[config.mk]
export PLATFORM = sky130hd
export DESIGN_NAME = fetch_mem_arbiter
export DESIGN_NICKNAME = d
export VERILOG_FILES = /design/src/rtl/fetch_mem_arbiter_pkg.sv /design/src/rtl/sram_wait_counter.sv /design/src/rtl/fetch_mem_arbiter.sv
export SDC_FILE = /design/constraint.sdc
export NUM_CORES = 1
export LEC_CHECK = 0
export CORE_AREA = 4 4 120 122
export CTS_CLUSTER_SIZE = 12
export DETAILED_ROUTE_END_ITERATION = 6
export DIE_AREA = 0 0 124 126
export GPL_ROUTABILITY_DRIVEN = 1
export PLACE_DENSITY = 0.9
export SYNTH_ARGS = -nofsm -noshare
export SYNTH_HDL_FRONTEND = slang
export SYNTH_SLANG_ARGS = --single-unit
[constraint.sdc]
create_clock -name clk -period 7.4 [get_ports clk]
set_clock_uncertainty 0.05 [all_clocks]
set_input_delay 1.11 -clock clk [delete_from_list [all_inputs] [get_ports clk]]
set_output_delay 1.11 -clock clk [all_outputs]
set_load 0.05 [all_outputs]
[src/rtl/fetch_mem_arbiter_pkg.sv]
// Shared types and constants for the fetch/data SRAM arbiter and its wait-state counter.
package fetch_mem_arbiter_pkg;

    localparam int unsigned CNT_W    = 4;
    localparam int unsigned WAIT_MIN = 1;
    localparam int unsigned WAIT_MAX = 15;

    typedef enum logic [2:0] {
        ST_IDLE,
        ST_MEM_ACC,
        ST_IF_ACC,
        ST_MEM_RESP,
        ST_IF_RESP
    } arb_state_e;

    // Counter preload for a given wait-state count, clamped to the legal range.
    function automatic logic [CNT_W-1:0] wait_load(input int unsigned wait_cycles);
        int unsigned w;
        w = wait_cycles;
        if (w < WAIT_MIN) w = WAIT_MIN;
        if (w > WAIT_MAX) w = WAIT_MAX;
        return CNT_W'(w - 1);
    endfunction

endpackage

[src/rtl/sram_wait_counter.sv]
// Wait-state down-counter: load a preload value, decrement to zero, flag completion.
module sram_wait_counter
    import fetch_mem_arbiter_pkg::*;
(
    input  logic             clk,
    input  logic             rst,
    input  logic             load,
    input  logic [CNT_W-1:0] load_val,
    input  logic             dec,
    output logic             done_c
);

    logic [CNT_W-1:0] count_q;
    logic [CNT_W-1:0] count_d;

    // Load wins over decrement; the count saturates at zero.
    always_comb begin
        count_d = count_q;
        if (load) begin
            count_d = load_val;
        end else if (dec && (count_q != '0)) begin
            count_d = count_q - CNT_W'(1);
        end
    end

    always_ff @(posedge clk or posedge rst) begin
        if (rst) begin
            count_q <= '0;
        end else begin
            count_q <= count_d;
        end
    end

    assign done_c = (count_q == '0);

endmodule

[src/rtl/fetch_mem_arbiter.sv]
// Arbitrates one single-port SRAM between instruction fetch and the MEM stage,
// inserting fixed wait states and producing the IF/pipeline freeze signals.
module fetch_mem_arbiter
    import fetch_mem_arbiter_pkg::*;
#(
    parameter int unsigned ADDR_W      = 32,
    parameter int unsigned DATA_W      = 32,
    parameter int unsigned WAIT_CYCLES = 3
) (
    input  logic              clk,
    input  logic              rst,
    input  logic              if_req,
    input  logic [ADDR_W-1:0] if_addr,
    input  logic              flush,
    output logic [DATA_W-1:0] if_rdata,
    output logic              if_valid,
    input  logic              mem_rd_en,
    input  logic              mem_wr_en,
    input  logic [ADDR_W-1:0] mem_addr,
    input  logic [DATA_W-1:0] mem_wdata,
    output logic [DATA_W-1:0] mem_rdata,
    output logic              mem_ready,
    output logic              sram_req,
    output logic              sram_we,
    output logic [ADDR_W-1:0] sram_addr,
    output logic [DATA_W-1:0] sram_wdata,
    input  logic [DATA_W-1:0] sram_rdata,
    output logic              freeze_if,
    output logic              freeze_pipe
);

    localparam logic [CNT_W-1:0] CNT_LOAD = wait_load(WAIT_CYCLES);

    arb_state_e        state_q, state_d;
    logic              abort_q, abort_d;
    logic              sram_req_q, sram_req_d;
    logic              sram_we_q, sram_we_d;
    logic [ADDR_W-1:0] sram_addr_q, sram_addr_d;
    logic [DATA_W-1:0] sram_wdata_q, sram_wdata_d;
    logic [DATA_W-1:0] if_rdata_q, if_rdata_d;
    logic              if_valid_q, if_valid_d;
    logic [DATA_W-1:0] mem_rdata_q, mem_rdata_d;
    logic              mem_ready_q, mem_ready_d;

    logic cnt_load;
    logic cnt_dec;
    logic cnt_done;
    logic mem_any;
    logic mem_pend;

    sram_wait_counter u_wait_cnt (
        .clk      (clk),
        .rst      (rst),
        .load     (cnt_load),
        .load_val (CNT_LOAD),
        .dec      (cnt_dec),
        .done_c   (cnt_done)
    );

    assign mem_any = mem_rd_en | mem_wr_en;

    // Next-state and registered-output logic; data side always wins in IDLE.
    always_comb begin
        state_d      = state_q;
        abort_d      = abort_q;
        sram_req_d   = 1'b0;
        sram_we_d    = 1'b0;
        sram_addr_d  = sram_addr_q;
        sram_wdata_d = sram_wdata_q;
        if_rdata_d   = if_rdata_q;
        if_valid_d   = 1'b0;
        mem_rdata_d  = mem_rdata_q;
        mem_ready_d  = 1'b0;
        cnt_load     = 1'b0;
        cnt_dec      = 1'b0;

        case (state_q)
            ST_IDLE: begin
                if (mem_any) begin
                    state_d     = ST_MEM_ACC;
                    cnt_load    = 1'b1;
                    sram_req_d  = 1'b1;
                    sram_we_d   = mem_wr_en;
                    sram_addr_d = mem_addr;
                    if (mem_wr_en) begin
                        sram_wdata_d = mem_wdata;
                    end
                end else if (if_req) begin
                    state_d     = ST_IF_ACC;
                    cnt_load    = 1'b1;
                    sram_req_d  = 1'b1;
                    sram_addr_d = if_addr;
                end
            end
            ST_MEM_ACC: begin
                cnt_dec = 1'b1;
                if (cnt_done) begin
                    state_d     = ST_MEM_RESP;
                    mem_ready_d = 1'b1;
                    if (!sram_we_q) begin
                        mem_rdata_d = sram_rdata;
                    end
                end else begin
                    sram_req_d = 1'b1;
                    sram_we_d  = sram_we_q;
                end
            end
            ST_IF_ACC: begin
                cnt_dec = 1'b1;
                // A flush in the final access cycle still kills the response.
                abort_d = abort_q | flush;
                if (cnt_done) begin
                    state_d    = ST_IF_RESP;
                    if_valid_d = !abort_d;
                    if (!abort_d) begin
                        if_rdata_d = sram_rdata;
                    end
                end else begin
                    sram_req_d = 1'b1;
                end
            end
            ST_MEM_RESP, ST_IF_RESP: begin
                state_d = ST_IDLE;
                abort_d = 1'b0;
            end
            default: begin
                state_d = ST_IDLE;
                abort_d = 1'b0;
            end
        endcase
    end

    always_ff @(posedge clk or posedge rst) begin
        if (rst) begin
            state_q      <= ST_IDLE;
            abort_q      <= 1'b0;
            sram_req_q   <= 1'b0;
            sram_we_q    <= 1'b0;
            sram_addr_q  <= '0;
            sram_wdata_q <= '0;
            if_rdata_q   <= '0;
            if_valid_q   <= 1'b0;
            mem_rdata_q  <= '0;
            mem_ready_q  <= 1'b0;
        end else begin
            state_q      <= state_d;
            abort_q      <= abort_d;
            sram_req_q   <= sram_req_d;
            sram_we_q    <= sram_we_d;
            sram_addr_q  <= sram_addr_d;
            sram_wdata_q <= sram_wdata_d;
            if_rdata_q   <= if_rdata_d;
            if_valid_q   <= if_valid_d;
            mem_rdata_q  <= mem_rdata_d;
            mem_ready_q  <= mem_ready_d;
        end
    end

    // Freezes follow the live requests; held low while reset is asserted.
    assign mem_pend    = !rst && mem_any && !mem_ready_q;
    assign freeze_pipe = mem_pend;
    assign freeze_if   = (!rst && if_req && !if_valid_q) || mem_pend;

    assign sram_req   = sram_req_q;
    assign sram_we    = sram_we_q;
    assign sram_addr  = sram_addr_q;
    assign sram_wdata = sram_wdata_q;
    assign if_rdata   = if_rdata_q;
    assign if_valid   = if_valid_q;
    assign mem_rdata  = mem_rdata_q;
    assign mem_ready  = mem_ready_q;

endmodule

==> flow_summary.json <==
{
  "status": "finished clean",
  "postCtsSetupRepairBufs": 0,
  "cell_internal_pwr_mw": 2.619,
  "post_drt_wl_per_cell_um": 18.99,
  "min_period_over_period": 0.6057,
  "slew_headroom": 0.1567,
  "clkPwrFrac": 0.176,
  "syn_area_mm2": 0.005863,
  "setup_violations": 0,
  "cp-end-kind": "output port",
  "switchingPower_mw": 2.163,
  "start_kind": "input port",
  "via_per_inst": 5.094,
  "p_leak_nw": 4.010,
  "place_inst": 827,
  "max_freq_mhz": 223.1,
  "sequentialPowerShare": 0.278,
  "dieArea_mm2": 0.01562,
  "grt_max_degree": 77,
  "globalRouteTotalUtil": 0.2060,
  "synth_ff_type": "dfrtp_1",
  "yosys.cell_types.count": 29,
  "synth_nets": 545,
  "ys_seq_elements": 140,
  "dieWidth_um": 124,
  "drc": 0,
  "path_class": "in -> out",
  "core.rowCount": 42,
  "htree_levels": 4,
  "worstSkewPairLatency_ns": 0.40,
  "peakVddDrop_mv": 0.2540,
  "grt_pass1_wl_um": 24870,
  "min_from": "u_wait_cnt.count_q[3]",
  "crit_required_ns": 6.24,
  "firstDrtPassIters": 4,
  "p_per_area_mw_per_mm2": 519.8,
  "hold_path.class": "reg -> reg",
  "r2r-start": "state_q[0]",
  "syn-instance-count": 409,
  "die_y_um": 126,
  "crit_fanout": 34,
  "rrSetupSlack_ns": 4.84,
  "start_util": 0.4445,
  "power_mw": 4.783,
  "hold_viol": 0,
  "worst_pin_slew_ns": 1.264,
  "cts_tree": "done",
  "drt_iter0_drc": 231,
  "diodes": 0,
  "vias": 4371,
  "synth_edf_count": 0,
  "cts_sinks": 140,
  "clkTransAtPathRegs_ns": 0.05,
  "portBuffers": 267,
  "boundaryPins": 268,
  "cp-startpoint": "mem_wr_en",
  "post_cts_resized": 0,
  "fill_cells": 900,
  "antenna_found_initial": 1,
  "ys_async_sr_fraction": 1.000,
  "fin_setup_tns_ns": 0,
  "hpwl_um": 12040,
  "drive_above_1_share": 0.2009,
  "rsz0062_at_grt": "no",
  "final_cells": 858,
  "areaGrowthSynthToFinish_pct": 56.91,
  "seqCellArea_mm2": 0.003503,
  "postCtsHoldBufs": 0,
  "wl_um": 16290,
  "clockRootBuffer": "clkbuf_16",
  "swShare": 0.4523,
  "post-route-min-period_ns": 4.482,
  "grt_pass1_vias": 4749,
  "cap_violations": 0,
  "combPwrFrac": 0.546,
  "core_mm2": 0.01319,
  "nNetsFinal": 806,
  "gp_congestion": 0.7800,
  "overflow": 0,
  "synth.yosys.seq_area_share": 0.5975,
  "drtAntennaViolNets": 0,
  "cts.path.max_buffers": 2,
  "syn_avg_cell_area_um2": 14.34,
  "hold_slack_ns": 0.4280,
  "slew_violations": 0,
  "multi_input_comb_area_mm2": 0.002148,
  "yosys_warnings": 0,
  "worst_ep_arrival_time_ns": 3.32,
  "cts_buffers": 17
}
cell usage after synthesis, types with 2 or more instances:
library cell	number	area, µm²
dfrtp_1	140	3503
a21oi_1	66	330.3
mux2_2	65	732.0
mux2i_1	37	370.4
mux2_4	31	465.5
clkbuf_1	13	48.80
buf_2	10	50.05
inv_1	6	22.52
nor3_1	5	25.02
o21ai_0	5	25.02
buf_6	4	45.04
buf_12	3	60.06
nor2_1	3	11.26
or3_1	3	18.77
and2_1	2	12.51
ha_1	2	25.02
nand4b_1	2	17.52
cells in the final DEF, fill, tap and decap left out, types with 2 or more instances in the layout:
cell             instances
dfrtp_1                140
bufinv_16                3
inv_1                    5
and2_1                   2
o21ai_0                  5
mux2i_1                 37
nand4b_1                 2
buf_4                    5
clkinvlp_4               2
clkinv_2                 5
ha_1                     2
nor3_1                   4
mux2_2                  65
or3_1                    3
a21oi_1                 66
mux2_4                  31
clkdlybuf4s50_1        267
clkbuf_16               17
clkinv_4                 2
sequential cells by signal, indices dropped and copies added, names as in the netlist:
| signal | count |
|---|---|
| abort_q | 1 |
| if_rdata | 32 |
| if_valid | 1 |
| mem_rdata | 32 |
| mem_ready | 1 |
| sram_addr | 32 |
| sram_req | 1 |
| sram_wdata | 32 |
| sram_we | 1 |
| state_q | 3 |
| u_wait_cnt.count_q | 4 |
through the flow:
step	worst slack, ns	instance area (µm²)	utilization
CTS	2.910	9200	0.6975
floorplan	1.523	5863	-
global route	2.793	9200	0.6975
global placement	2.983	8610	0.6527
detailed placement	2.921	8610	0.6527
finish	2.918	9200	0.6975
per-layer routing:
layer,vias to the layer above,global-route usage,share of wire
li1,1989,-,-
met1,2157,0.2301,0.37
met2,195,0.3551,0.51
met3,28,0.07489,0.10
met4,2,0.07990,0.020
met5,-,0,0.0012
final timing paths:
path | to | cells past startpoint
setup / recovery | freeze_if | 6
hold / removal | u_wait_cnt.count_q[3] | 1
setup reg to reg | sram_wdata[10] | 5
hold reg to reg | u_wait_cnt.count_q[3] | 1
max in group asynchronous | sram_wdata[25] | 3
min in group asynchronous | if_valid | 2
final cells by class:
type / count / area share
inverter: 6 / 0.002992
multi-input combinational: 233 / 0.2335
clock inverter: 12 / 0.01605
sequential: 140 / 0.3808
tap: 176 / 0.02394
clock buffer: 19 / 0.04814
timing repair buffer: 272 / 0.2946
power groups by stage:
stage | logic, mW | registers [mW] | clock network, mW
2_1_floorplan | 0.636 | 2.42 | 0
3_3_place_gp | 2.58 | 1.31 | 0
3_5_place_dp | 2.63 | 1.33 | 0
4_1_cts | 2.63 | 1.33 | 0.862
5_1_grt | 2.72 | 1.37 | 0.892
6_report | 2.61 | 1.33 | 0.844
critical path, cell delays in order:
cell             delay [ns]
clkdlybuf4s50_1        0.54
nor2_4                 0.15
buf_4                  0.48
o22ai_1                0.15
and2_1                 0.18
clkdlybuf4s50_1        0.69
kinds of logic after synthesis:
kind of cell    synth area share
xor+xnor                0.001494
simple gates             0.02433
compound gates           0.06637
fa+ha+maj               0.004267
mux                       0.2674
buf+inv                  0.03863
flops                     0.5975
(Power assumes the default switching activity.)
==> edit: new RTL, same flow settings <==
Encoding of `arb_state_e`: now Gray code (3 bits for 5 states).
--- a/src/rtl/fetch_mem_arbiter_pkg.sv
+++ b/src/rtl/fetch_mem_arbiter_pkg.sv
@@ -7,9 +7,9 @@
 
     typedef enum logic [2:0] {
-        ST_IDLE,
-        ST_MEM_ACC,
-        ST_IF_ACC,
-        ST_MEM_RESP,
-        ST_IF_RESP
+        ST_IDLE     = 3'b000,
+        ST_MEM_ACC  = 3'b001,
+        ST_IF_ACC   = 3'b011,
+        ST_MEM_RESP = 3'b010,
+        ST_IF_RESP  = 3'b110
     } arb_state_e;
 
Formal check against the unedited RTL: same outputs for any inputs over 10 cycles, from zero or initial values and one cycle with rst high; not proved beyond that.
==> edit against the original RTL <==
Routed wire length down 5.1%; largest power group unchanged; cell count decreased by 3.7%; sequential share of layout area shrank 0.14 points; non-clock buffer count is 3 lower; setup slack lost 140 ps; design area up 0.37%; power grew 5.8%; sequential cell count is the same; area after synthesis is 0.79% higher; clock power fell by 6.0%.
==> edit: results (changes against the original RTL) <==
* Outcome: complete, no violations (unchanged)
* Hold endpoint: mem_rdata[28] (was u_wait_cnt.count_q[3])
* Met2 wire length at 7860 microns (was 8290 microns)
* Signal buf overhead at 29.1% (was 29.5%)
* Share of cells above drive strength 1 at 30.8% (was 20.1%)
* Most frequent cells after synthesis: 140 x dfrtp_1, 129 x mux2_2, 29 x mux2_4 (was 140 x dfrtp_1, 66 x a21oi_1, 65 x mux2_2)
* Initial antenna violation count at 0 (was 1)
* DR vias at 4075 (was 4371)
* Adder-cell area share of the yosys netlist at 0.423% (was 0.427%)
* GRT met1 Usage at 20.4% (was 23.0%)
* Starting DRT DRC Count at 134 (was 231)
* XOR/XNOR Fraction of Synth Area at 0% (was 0.149%)
* CP peak stage delay at 790 ps (was 690 ps)
* GR met3 Demand/Resource at 9.42% (was 7.49%)
* FF-to-FF Start: u_wait_cnt.count_q[0] (was state_q[0])
* Non-clock inverters at 7 (was 6)
* CP max stage cell: nor2_4 (was clkdlybuf4s50_1)
* Sequential cell area share at 37.9% (was 38.1%)
* CP max FO at 36 (was 34)
* Clock-cell share at 6.06% (was 6.42%)
* Placer congestion estimate at 0.794 (was 0.780)
* Top cells by area, synth: dfrtp_1 59%, mux2_2 25%, mux2_4 7.4%, buf_6 1.3%, buf_4 0.89% (was dfrtp_1 60%, mux2_2 12%, mux2_4 7.9%, mux2i_1 6.3%, a21oi_1 5.6%)
* Clock buf count at 18 (was 19)
* Multi-input gates at 202 (was 233)
* Mapped Nets at 505 (was 545)
* Fin nets at 773 (was 806)
* Fill count at 911 (was 900)
[edit: cell count changes in the layout (fill, tap and decap cells not counted), moves of 3 or more]
cell     before  now
buf_4         5    2
mux2_2       65  129
nor2_1        1    5
a21oi_1      66    4
mux2i_1      37    0
inv_6         1    4
[edit: metrics by stage]
stage	instances	worst slack [ps]	hold WS, ps	util (%)	power, mW
global placement	794	2860	424	65.8	4.22
floorplan	369	1520	423	-	3.30
global route	826	2620	457	70.0	5.29
CTS	826	2760	450	70.0	5.11
detailed placement	794	2750	435	65.8	4.30
finish	826	2780	448	70.0	5.06
[edit: cells by family (layout without fill, tap and decap cells)]
| family | after synthesis | after routing |
|---|---|---|
| mux | 160 | 160 |
| flops | 140 | 140 |
| buf+inv | 27 | 308 |
| simple gates | 23 | 23 |
| compound gates | 17 | 17 |
| fa+ha+maj | 2 | 2 |
[edit: power breakdown]
group / internal [mW] / switching [mW]
logic: 1.11 / 1.79
clock network: 0.471 / 0.322
registers: 1.15 / 0.219
